==> src/rtl/odd_mult_loader.sv <==
// ---------------------------------------------------------------------------
// odd_mult_loader
// Upstream feeder for the odd-element multiplier stage. Collects a serial
// stream of WIDTH-bit words into a flat N_WORDS-slot frame and holds the
// frame stable until the multiplier takes it. Short frames (in_last before
// the final slot) leave the upper slots at zero; zero is even, so the
// multiplier ignores them.
//
// Ports
//   clk        rising-edge clock
//   rst        synchronous reset, active-high
//   in_data    input word
//   in_valid   in_data is valid
//   in_last    in_data is the final word of a frame
//   in_ready   loader can accept a word this cycle (combinational)
//   arr        packed frame; slot i = arr[(i+1)*WIDTH-1 : i*WIDTH]
//   arr_valid  arr holds a complete frame
//   arr_ready  downstream consumes arr this cycle
//   frame_len  number of real (non-pad) words in arr
//   odd_cnt    number of words in arr with bit0 = 1
// ---------------------------------------------------------------------------
module odd_mult_loader #(
    parameter int N_WORDS = 5,
    parameter int WIDTH   = 32,
    localparam int CW     = $clog2(N_WORDS + 1)
) (
    input  logic                       clk,
    input  logic                       rst,
    input  logic [WIDTH-1:0]           in_data,
    input  logic                       in_valid,
    input  logic                       in_last,
    output logic                       in_ready,
    output logic [N_WORDS*WIDTH-1:0]   arr,
    output logic                       arr_valid,
    input  logic                       arr_ready,
    output logic [CW-1:0]              frame_len,
    output logic [CW-1:0]              odd_cnt
);

    typedef enum logic [0:0] {
        FILL = 1'b0,
        HOLD = 1'b1
    } state_t;

    localparam logic [CW-1:0] LAST_IDX = CW'(N_WORDS - 1);
    localparam logic [CW-1:0] ONE      = CW'(1);
    localparam logic [CW-1:0] ZERO     = {CW{1'b0}};

    state_t                   state_r, state_s;
    logic [CW-1:0]            idx_r, idx_s;
    logic [N_WORDS*WIDTH-1:0] arr_r, arr_s;
    logic                     arr_valid_r, arr_valid_s;
    logic [CW-1:0]            frame_len_r, frame_len_s;
    logic [CW-1:0]            odd_cnt_r, odd_cnt_s;
    logic                     in_ready_s;
    logic                     accept_s;

    // Ready is purely a function of state so upstream never sees a loop through in_valid.
    always_comb begin
        in_ready_s = (state_r == FILL) && !rst;
        accept_s   = in_valid && in_ready_s;
    end

    assign in_ready  = in_ready_s;
    assign arr       = arr_r;
    assign arr_valid = arr_valid_r;
    assign frame_len = frame_len_r;
    assign odd_cnt   = odd_cnt_r;

    // Next-state and datapath update: fill slots in FILL, hold until released in HOLD.
    always_comb begin
        state_s     = state_r;
        idx_s       = idx_r;
        arr_s       = arr_r;
        arr_valid_s = arr_valid_r;
        frame_len_s = frame_len_r;
        odd_cnt_s   = odd_cnt_r;
        case (state_r)
            FILL: begin
                if (accept_s) begin
                    for (int i = 0; i < N_WORDS; i++) begin
                        if (idx_r == CW'(i)) begin
                            arr_s[i*WIDTH +: WIDTH] = in_data;
                        end else begin
                            arr_s[i*WIDTH +: WIDTH] = arr_r[i*WIDTH +: WIDTH];
                        end
                    end
                    frame_len_s = idx_r + ONE;
                    odd_cnt_s   = odd_cnt_r + {{(CW-1){1'b0}}, in_data[0]};
                    // A full frame closes on its last slot regardless of in_last.
                    if (in_last || (idx_r == LAST_IDX)) begin
                        state_s     = HOLD;
                        arr_valid_s = 1'b1;
                    end else begin
                        idx_s = idx_r + ONE;
                    end
                end else begin
                    state_s = FILL;
                end
            end
            HOLD: begin
                // Release clears the buffer so the next short frame is zero-padded.
                if (arr_ready) begin
                    state_s     = FILL;
                    idx_s       = ZERO;
                    arr_s       = {(N_WORDS*WIDTH){1'b0}};
                    arr_valid_s = 1'b0;
                    frame_len_s = ZERO;
                    odd_cnt_s   = ZERO;
                end else begin
                    state_s = HOLD;
                end
            end
            default: begin
                state_s     = FILL;
                idx_s       = ZERO;
                arr_s       = {(N_WORDS*WIDTH){1'b0}};
                arr_valid_s = 1'b0;
                frame_len_s = ZERO;
                odd_cnt_s   = ZERO;
            end
        endcase
    end

    // State and output registers with synchronous reset that discards any frame.
    always_ff @(posedge clk) begin
        if (rst) begin
            state_r     <= FILL;
            idx_r       <= ZERO;
            arr_r       <= {(N_WORDS*WIDTH){1'b0}};
            arr_valid_r <= 1'b0;
            frame_len_r <= ZERO;
            odd_cnt_r   <= ZERO;
        end else begin
            state_r     <= state_s;
            idx_r       <= idx_s;
            arr_r       <= arr_s;
            arr_valid_r <= arr_valid_s;
            frame_len_r <= frame_len_s;
            odd_cnt_r   <= odd_cnt_s;
        end
    end

endmodule

==> config.mk <==
export PLATFORM = sky130hd
export DESIGN_NAME = odd_mult_loader
export DESIGN_NICKNAME = d
export VERILOG_FILES = /design/src/rtl/odd_mult_loader.sv
export SDC_FILE = /design/constraint.sdc
export NUM_CORES = 1
export LEC_CHECK = 0
export BUFFER_PORTS_ARGS = -buffer_cell sky130_fd_sc_hd__clkbuf_2
export CORE_ASPECT_RATIO = 1.25
export CORE_UTILIZATION = 45
export CTS_CLUSTER_DIAMETER = 100
export CTS_CLUSTER_SIZE = 24
export DETAILED_ROUTE_END_ITERATION = 10
export GPL_TIMING_DRIVEN = 0
export PLACE_DENSITY = 0.75
export SLEW_MARGIN = 20
export SYNTH_ARGS = -nofsm -noshare
export SYNTH_HDL_FRONTEND = slang
export SYNTH_SLANG_ARGS = --single-unit
export TNS_END_PERCENT = 30
==> constraint.sdc <==
create_clock -name clk -period 1.5 [get_ports clk]
set_input_delay 0 -clock clk [delete_from_list [all_inputs] [get_ports clk]]
set_output_delay 0 -clock clk [all_outputs]
set_load 0.01 [all_outputs]
# Yosys cells after proc, flatten, opt, wreduce, memory -nomap -nowiden

Index checks and enable logic that the tools add are counted.

Div/mod/pow operators: 0
Multiply operators: 0
Bitwise operators: 1
Shift-type cells: 0
Mux-type cells: 24
Equal/unequal tests: 13
Order comparisons: 0
Add/sub/neg operators: 2
Reduce and logical (&&, ||, !) cells: 13

Operator list:

| kind                                           | count |
|---|---|
| 2-to-1 mux 160 bit                             | 2 |
| case mux 160 bit (2 select lines)              | 1 |
| 2-to-1 mux 32 bit                              | 5 |
| AND reduction 3 bit                            | 7 |
| case mux 3 bit (2 select lines)                | 3 |
| 2-to-1 mux 3 bit                               | 5 |
| != test 2 x 1 -> 1 bit (second input constant) | 6 |
| == test 3 x 2 -> 1 bit (second input constant) | 2 |
| 2-to-1 mux 1 bit                               | 6 |
| != test 2 bit (second input constant)          | 3 |
| case mux 1 bit (2 select lines)                | 2 |
| adder 3 x 1 -> 3 bit                           | 1 |
| adder 3 x 1 -> 3 bit (second input constant)   | 1 |
| == test 3 x 1 -> 1 bit (second input constant) | 1 |
| == test 3 bit (second input constant)          | 1 |
| logical NOT 3 bit                              | 1 |
| logical AND 1 bit                              | 2 |
| AND reduction 2 bit                            | 1 |
| logical NOT 1 bit                              | 1 |
| logical OR 1 bit                               | 1 |
| inverter 1 bit                                 | 1 |

ROM bits: 0
Memories kept: 0
Input port bits: 37
Bits in registers: 171
Output and inout bits: 168
RAM bits: 0
Word-level logic and storage cells: 63
Latch bits: 0

# Logic depth before layout (Yosys ltp)

Gate-level depths: netlist of the first run.

Depth after elaboration: 5
Mapped depth: 7
Depth with buffers taken out: 5

# Least setup slack after synthesis of the first run

OpenSTA, ideal clock, no wires.

Path kind: reg-to-reg
Start point: register idx_r[0]
End point: register arr_r[0] (netlist: arr[0])
Setup time: 71 ps
Stages on the path, launching flop included: 7
Period minus slack after synthesis: 1528 ps
Buffers on the path: 1
Required time: 1429 ps
Slack: -28 ps
Data arrival time: 1457 ps
Path through: dfxtp_1 -> inv_1 -> ha_1 -> nand3b_4 -> or3_1 -> clkbuf_1 -> o2bb2ai_1

Longest elaborated chain between the ends: 3

RTL lines:

| what                                    | line | RTL |
|---|---|---|
| start: declaration                      | 50   | `logic [CW-1:0] idx_r, idx_s;` |
| start signal: assignment                | 136  | `idx_r <= idx_s;` |
| logical NOT 3 bit                       | 82   | `if (idx_r == CW'(i)) begin` |
| != test 2 x 1 -> 1 bit (no source line) | --   |  |
| AND reduction 3 bit (no source line)    | --   |  |
| end signal: assignment                  | 130  | `arr_r <= {(N_WORDS*WIDTH){1'b0}};` |
| end signal: assignment                  | 137  | `arr_r <= arr_s;` |
| end: declaration                        | 51   | `logic [N_WORDS*WIDTH-1:0] arr_r, arr_s;` |

Every way passes these cells.
A chain may end at the register's enable or synchronous reset.

# Worst setup path in the final report of the first run

Start point: register idx_r[0]
End point: register arr_r[9] (netlist: arr[9])

The elaborated chain is that of the path after synthesis.

==> results of run 1 <==
## placed cells by master, fill, tap and decap left out, drive strengths merged, types with 6 or more instances in the layout
master,count
nand3,34
buf,57
o21ai,33
mux2i,33
dlygate4sd3,35
o2bb2ai,60
a32o,32
nand2,71
clkbuf,245
nand2b,29
inv,10
a21oi,6
ha,7
dfxtp,171
nor2,7
## where the power goes
part           leakage, uW  switching, uW  internal, uW
logic              0.00229            625           484
clock network     0.000264           1940          2330
registers          0.00139           80.1          4640
total              0.00394           2640          7460
## layout make-up
type                            count  area (um^2)
Clock buffer                       19          433
Timing Repair Buffer              268         1730
Multi-Input combinational cell    344         2760
Clock inverter                     13          133
Buffer                             50          508
Fill cell                         999         4060
Sequential cell                   171         3430
Inverter                            4         20.0
Tap cell                          171          214
## worst max path at each step
stage | startpoint | to
after CTS | state_r | in_ready
final | idx_r[0] | arr[9]
after floorplan | idx_r[2] | arr[117]
after global routing | idx_r[0] | arr[66]
after detailed placement | idx_r[0] | arr[5]
after global placement | idx_r[2] | arr[99]
## per-stage QoR
step | hold WS [ps] | setup TNS (ps) | instances
floorplan | 154 | -439 | 570
global placement | 285 | -34000 | 943
detailed placement | 292 | -40710 | 943
CTS | 133 | -1530 | 1022
global route | 158 | -6720 | 1040
finish | 146 | -1660 | 1040
## registers in the layout (all words and copies together), names as in the netlist
signal,count
arr_valid,1
state_r,1
idx_r,3
arr,160
odd_cnt,3
frame_len,3
## kinds of logic (layout without fill, tap and decap cells)
| group | count (synthesis) | count (layout) |
|---|---|---|
| AO/OA/AOI/OAI | 149 | 149 |
| adder cells (fa/ha/maj) | 7 | 7 |
| buffers and inverters | 55 | 354 |
| flip-flops | 171 | 171 |
| multiplexers | 33 | 33 |
| AND/OR/NAND/NOR | 155 | 155 |
## cell usage after synthesis (all sizes together)
library cell	n
or3	1
mux2i	33
o2bb2ai	60
a22o	4
nand4bb	1
nand4b	1
nand3	34
nor4b	2
a21oi	6
nand2b	29
clkbuf	17
nor3	2
nor2b	4
a211o	1
a22oi	4
nor2	7
nand2	71
a21o	2
a31o	2
and2	1
o21ai	33
buf	34
a32o	32
a31oi	4
nand3b	1
dfxtp	171
nor4	1
a2bb2oi	1
inv	4
ha	7
## timing repair
action / 4_1_cts / 5_1_grt
cloned: 3 / 9
endpoints found under the hold margin: 159 / 0
setup endpoints to repair: 164 / 159
hold buffers: 35 / 0
pin swaps: 5 / 33
gates resized for setup: 77 / 68
setup buffers: 9 / 10
## metal layers
metal | global-route usage [%] | vias to the layer above | wire [um]
met5 | 0 | - | 0
met4 | 14.0 | 0 | 763
met3 | 4.83 | 62 | 1230
met2 | 47.7 | 276 | 10600
met1 | 31.4 | 2835 | 8040
li1 | - | 2654 | -
## worst max-delay path, cell delays in order, from the launching register on
cell	delay [ps]
dfxtp_4	360
inv_4	60
ha_4	160
nand3b_4	110
or3_4	490
clkbuf_8	200
o2bb2ai_1	130
==> impl_metrics.env, run 1 <==
export IMPL_crit_type="reg -> reg"
export IMPL_grt_use_total_pct=27.2
export IMPL_r2r_end="arr[9]"
export IMPL_post_route_period_util_pct=105
export IMPL_tightest_slew_ps=523
export IMPL_postSynthAreaPerCell_um2=10.8
export IMPL_min_to="arr[102]"
export IMPL_drv_cap=0
export IMPL_first_pass_iters=5
export IMPL_critPathMaxFanout=6
export IMPL_end_kind="flip-flop"
export IMPL_areaGrowthSynthToFinish_pct=50.3
export IMPL_synth_xor_area_share_pct=0
export IMPL_cp_arrival_ps=1930
export IMPL_die_height_um=133
export IMPL_grt_pass1_wl_um=29900
export IMPL_min_delay_start="rst"
export IMPL_reg2reg_from="idx_r[0]"
export IMPL_min_path_type="in -> reg"
export IMPL_row_count=47
export IMPL_path_clk_slew_ps=70
export IMPL_final_util_pct=69.5
export IMPL_cp_start_kind="flip-flop"
export IMPL_port_buffers=202
export IMPL_setup_viol_count_final=61
export IMPL_syn_area_um2=6140
export IMPL_fin_ws_ps=-73.1
export IMPL_core_area_um2=13300
export IMPL_fin_area_um2=9230
export IMPL_cts_tree="yes"
export IMPL_peakVddDrop_v=0.000597
export IMPL_timing_final_max_slew_violations=0
export IMPL_dpl_instance_area_um2=7370
export IMPL_power_density_nw_per_um2=1090
export IMPL_start_util_pct=46.2
export IMPL_timing_fmax_mhz=636
export IMPL_synth_seq_cells=171
export IMPL_yosys_area_share_adder_pct=1.43
export IMPL_slew_headroom_pct=65.1
export IMPL_grt_max_degree=17
export IMPL_status="finished with violations"
export IMPL_dpl_hpwl_um=13100
export IMPL_initialDrtViolationCount=325
export IMPL_wirelength_um=20600
export IMPL_cp_required_ps=1860
export IMPL_drc=0
export IMPL_synthTopCellsByArea="dfxtp_1, o2bb2ai_1, mux2i_1, a32o_1, nand2_1"
export IMPL_io_pins=205
export IMPL_cts_htree_levels=4
export IMPL_dp_worst_setup_slack_ps=-456
export IMPL_synth_top_area_share_pct=55.7
export IMPL_yosysTopAreaCell="dfxtp_1"
export IMPL_synth_top_family_by_area="compound AO/OA/AOI/OAI gates"
export IMPL_yosysSeqAreaShare_pct=55.7
export IMPL_vias_per_cell=5.60
export IMPL_insertion_delay_ps=430
export IMPL_netlist_instances=570
export IMPL_antenna_found_initial=0
export IMPL_hold_viol=0
export IMPL_dr_total_vias=5827
export IMPL_clock_sinks=171
export IMPL_p_leak_uw=0.00394
export IMPL_wl_per_cell_um=19.8
export IMPL_synth_mux_area_share_pct=5.38
export IMPL_synth_compound_area_share_pct=19.5
export IMPL_total_power_uw=10100
export IMPL_cts_made_buffers=17
export IMPL_yosys_warnings=0
export IMPL_gp_congestion=0.803
export IMPL_drive_above_1_share_pct=42.8
export IMPL_ys_types=38
export IMPL_grt_pass1_vias=5775
export IMPL_hold_depth=4
export IMPL_rrSetupSlack_ps=-70
export IMPL_fin_skew_ps=6.72
export IMPL_synth_simple_area_share_pct=12.8
export IMPL_synth_nets=614
export IMPL_cts_root_buf="clkbuf_16"
export IMPL_rsz0062_at_grt="true"
export IMPL_fin_nets=900
export IMPL_layout_min_cycle_time_ps=1570
export IMPL_gr_total_overflow=0
export IMPL_die_w_um=107
export IMPL_violations="negative setup slack"
export IMPL_ff2ff_path_depth=6
export IMPL_drtAntennaViolNets=0
export IMPL_cts_max_path_buffers=2
export IMPL_dieArea_um2=14100
export IMPL_diodes=0
No activity file was read; power rests on OpenSTA's default activity.
==> run 2, diff against run 1 <==
- ABC_AREA: unset -> 1
- CORE_UTILIZATION: 45 -> 47
- PLACE_DENSITY: 0.75 -> 0.76
- SLEW_MARGIN: 20 -> unset
==> run 2 against run 1 <==
The flow finishes with violations (design-rule violations, negative hold slack, negative setup slack). First-iteration DRC count increased to 2.6 times the previous value. Largest cell class unchanged. Sequential cell count unchanged. Final area increased by 8.1%. Highest routed layer unchanged. Die area increased by 10%. Critical endpoint is now arr[10].
==> impl_metrics.env, run 2 <==
export IMPL_dr_total_vias=7762
export IMPL_core_area_um2=14500
export IMPL_gp_congestion=0.875
export IMPL_synth_ff_type="dfxtp_1"
export IMPL_grt_max_degree=17
export IMPL_crit_type="reg -> reg"
export IMPL_first_pass_iters=8
export IMPL_diodes=0
export IMPL_antenna_found_initial=0
export IMPL_postSynthAreaPerCell_um2=7.26
export IMPL_cts_made_buffers=17
export IMPL_cts_tree="yes"
export IMPL_critPathMaxFanout=10
export IMPL_timing_fmax_mhz=630
export IMPL_drv_cap=0
export IMPL_fin_skew_ps=9.27
export IMPL_slew_headroom_pct=50.2
export IMPL_layout_commonest_cell="clkbuf_2"
export IMPL_synth_top_area_share_pct=48.4
export IMPL_vias_per_cell=5.43
export IMPL_synth_edff_count=0
export IMPL_cp_required_ps=1860
export IMPL_path_clk_slew_ps=70
export IMPL_row_count=49
export IMPL_drc=12
export IMPL_cts_htree_levels=4
export IMPL_dieArea_um2=15500
export IMPL_yosysTopAreaCell="dfxtp_1"
export IMPL_grt_pass1_wl_um=36500
export IMPL_drive_above_1_share_pct=32.1
export IMPL_ys_types=19
export IMPL_violations="design-rule violations, negative hold slack, negative setup slack"
export IMPL_min_path_type="in -> reg"
export IMPL_fin_nets=1283
export IMPL_end_kind="flip-flop"
export IMPL_port_buffers=203
export IMPL_syn_area_um2=7070
export IMPL_final_cell_count_no_fill=1430
export IMPL_yosys_warnings=0
export IMPL_netlist_top_cells_count="nand3_1, dfxtp_1, nand2_1"
export IMPL_cp_arrival_ps=1950
export IMPL_wirelength_um=25200
export IMPL_setup_viol_count_final=27
export IMPL_io_pins=205
export IMPL_dpl_hpwl_um=17100
export IMPL_grt_pass1_vias=7056
export IMPL_grt_use_total_pct=30.3
export IMPL_insertion_delay_ps=440
export IMPL_rsz0062_at_grt="true"
export IMPL_largest_register_ffs=160
export IMPL_most_common_layout_cells="clkbuf_2, dfxtp_1, nand3_1"
export IMPL_wl_per_cell_um=17.6
export IMPL_power_density_nw_per_um2=1130
export IMPL_dp_worst_setup_slack_ps=-518
export IMPL_tightest_slew_ps=745
export IMPL_layout_min_cycle_time_ps=1590
export IMPL_status="finished with violations"
export IMPL_synth_nets=1018
export IMPL_hold_viol=4
export IMPL_cts_max_path_buffers=2
export IMPL_areaGrowthSynthToFinish_pct=41.1
export IMPL_async_flop_share_pct=0
export IMPL_gr_total_overflow=0
export IMPL_post_synth_top_count_cell="nand3_1"
export IMPL_drtAntennaViolNets=0
export IMPL_die_height_um=139
export IMPL_post_route_period_util_pct=106
export IMPL_die_w_um=112
export IMPL_synthTopCellsByArea="dfxtp_1, nand3_1, a21oi_1, nand2_1, nor2_1"
export IMPL_dpl_cell_count=1355
export IMPL_yosysSeqAreaShare_pct=48.4
export IMPL_netlist_instances=974
export IMPL_dpl_instance_area_um2=8310
export IMPL_cp_start_kind="flip-flop"
export IMPL_fin_ws_ps=-86.2
export IMPL_start_util_pct=48.7
export IMPL_p_leak_uw=0.00467
export IMPL_synth_seq_cells=171
export IMPL_cts_root_buf="clkbuf_16"
export IMPL_initialDrtViolationCount=844
export IMPL_timing_final_max_slew_violations=0
export IMPL_timing_hold_ws_ps=-42.4
export IMPL_fin_area_um2=9980
export IMPL_peakVddDrop_v=0.000629
export IMPL_clock_sinks=171
## run 2: cell types whose count changed after synthesis, moves of 14 or more
cell	previous run	this run
o2bb2ai_1	60	0
o21ai_1	33	0
nor2_1	6	137
a21oi_1	6	129
nand2b_1	29	0
clkbuf_1	17	34
nand3_1	34	178
mux2i_1	33	0
nand3b_1	0	14
nand2_1	71	169
a32o_1	32	0
inv_1	2	82
## run 2: worst paths after layout
check	cells after the start	to	slack [ps]	from
max	4	arr[10]	-90	state_r
min	5	arr[53]	-40	in_data[21]
max reg2reg	4	arr[10]	-90	state_r
min reg2reg	2	arr[87]	480	arr[87]
## run 2: kinds of logic after synthesis
kind of cell               count (synthesis)  synth area share [%]
buffers and inverters                    160                  9.76
DFF                                      171                  48.4
adders and majority gates                  7                  1.24
and+or+nand+nor                          506                  31.4
AOI/OAI and AO/OA                        130                  9.23
## run 2: final cells by class
cell class                      instances  area [um^2]
Clock inverter                         13          190
Multi-Input combinational cell        643         3300
Fill cell                            1168         4550
Tap cell                              178          223
Inverter                               84          323
Timing Repair Buffer                  246         1490
Buffer                                 76          579
Sequential cell                       171         3440
Clock buffer                           19          443
## run 2: routing by layer
layer	GRT usage (%)	vias up	part of all wire, %
li1	-	3679	-
met1	37.0	3562	39
met2	49.8	447	48
met3	6.69	74	9.0
met4	15.9	0	4.3
met5	0	-	0
## run 2: repair_timing
| item | CTS | global route |
|---|---|---|
| hold buffers | 20 | 3 |
| buffers inserted | 3 | 10 |
| setup endpoints to repair | 151 | 167 |
| pin swaps | 3 | 28 |
| endpoints found under the hold margin | 54 | 5 |
| resized for setup | 65 | 153 |
| cloned | 0 | 7 |
## run 2: worst max-delay path, stage by stage, from the launching register on
cell and delay (ps):
dfxtp_2 340, buf_4 190, nor2_1 530, nand3_1 240
a21oi_2 200
## run 2: report_power, final
part	internal, uW	switching, uW	leakage, uW	total (uW)
sequential	4690	110	0.00139	4800
combinational	623	1090	0.00297	1710
clock	2850	1930	0.000314	4780
total	8170	3130	0.00467	11300
## run 2: through the flow
stage / util, % / TNS [ps] / total power, uW
final: 68.7 / -626 / 11300
after global routing: 68.7 / -4180 / 11600
after floorplan: - / 0 / 5690
after CTS: 64.3 / -4030 / 11000
after global placement: 57.2 / -35510 / 6200
after detailed placement: 57.2 / -39010 / 6220
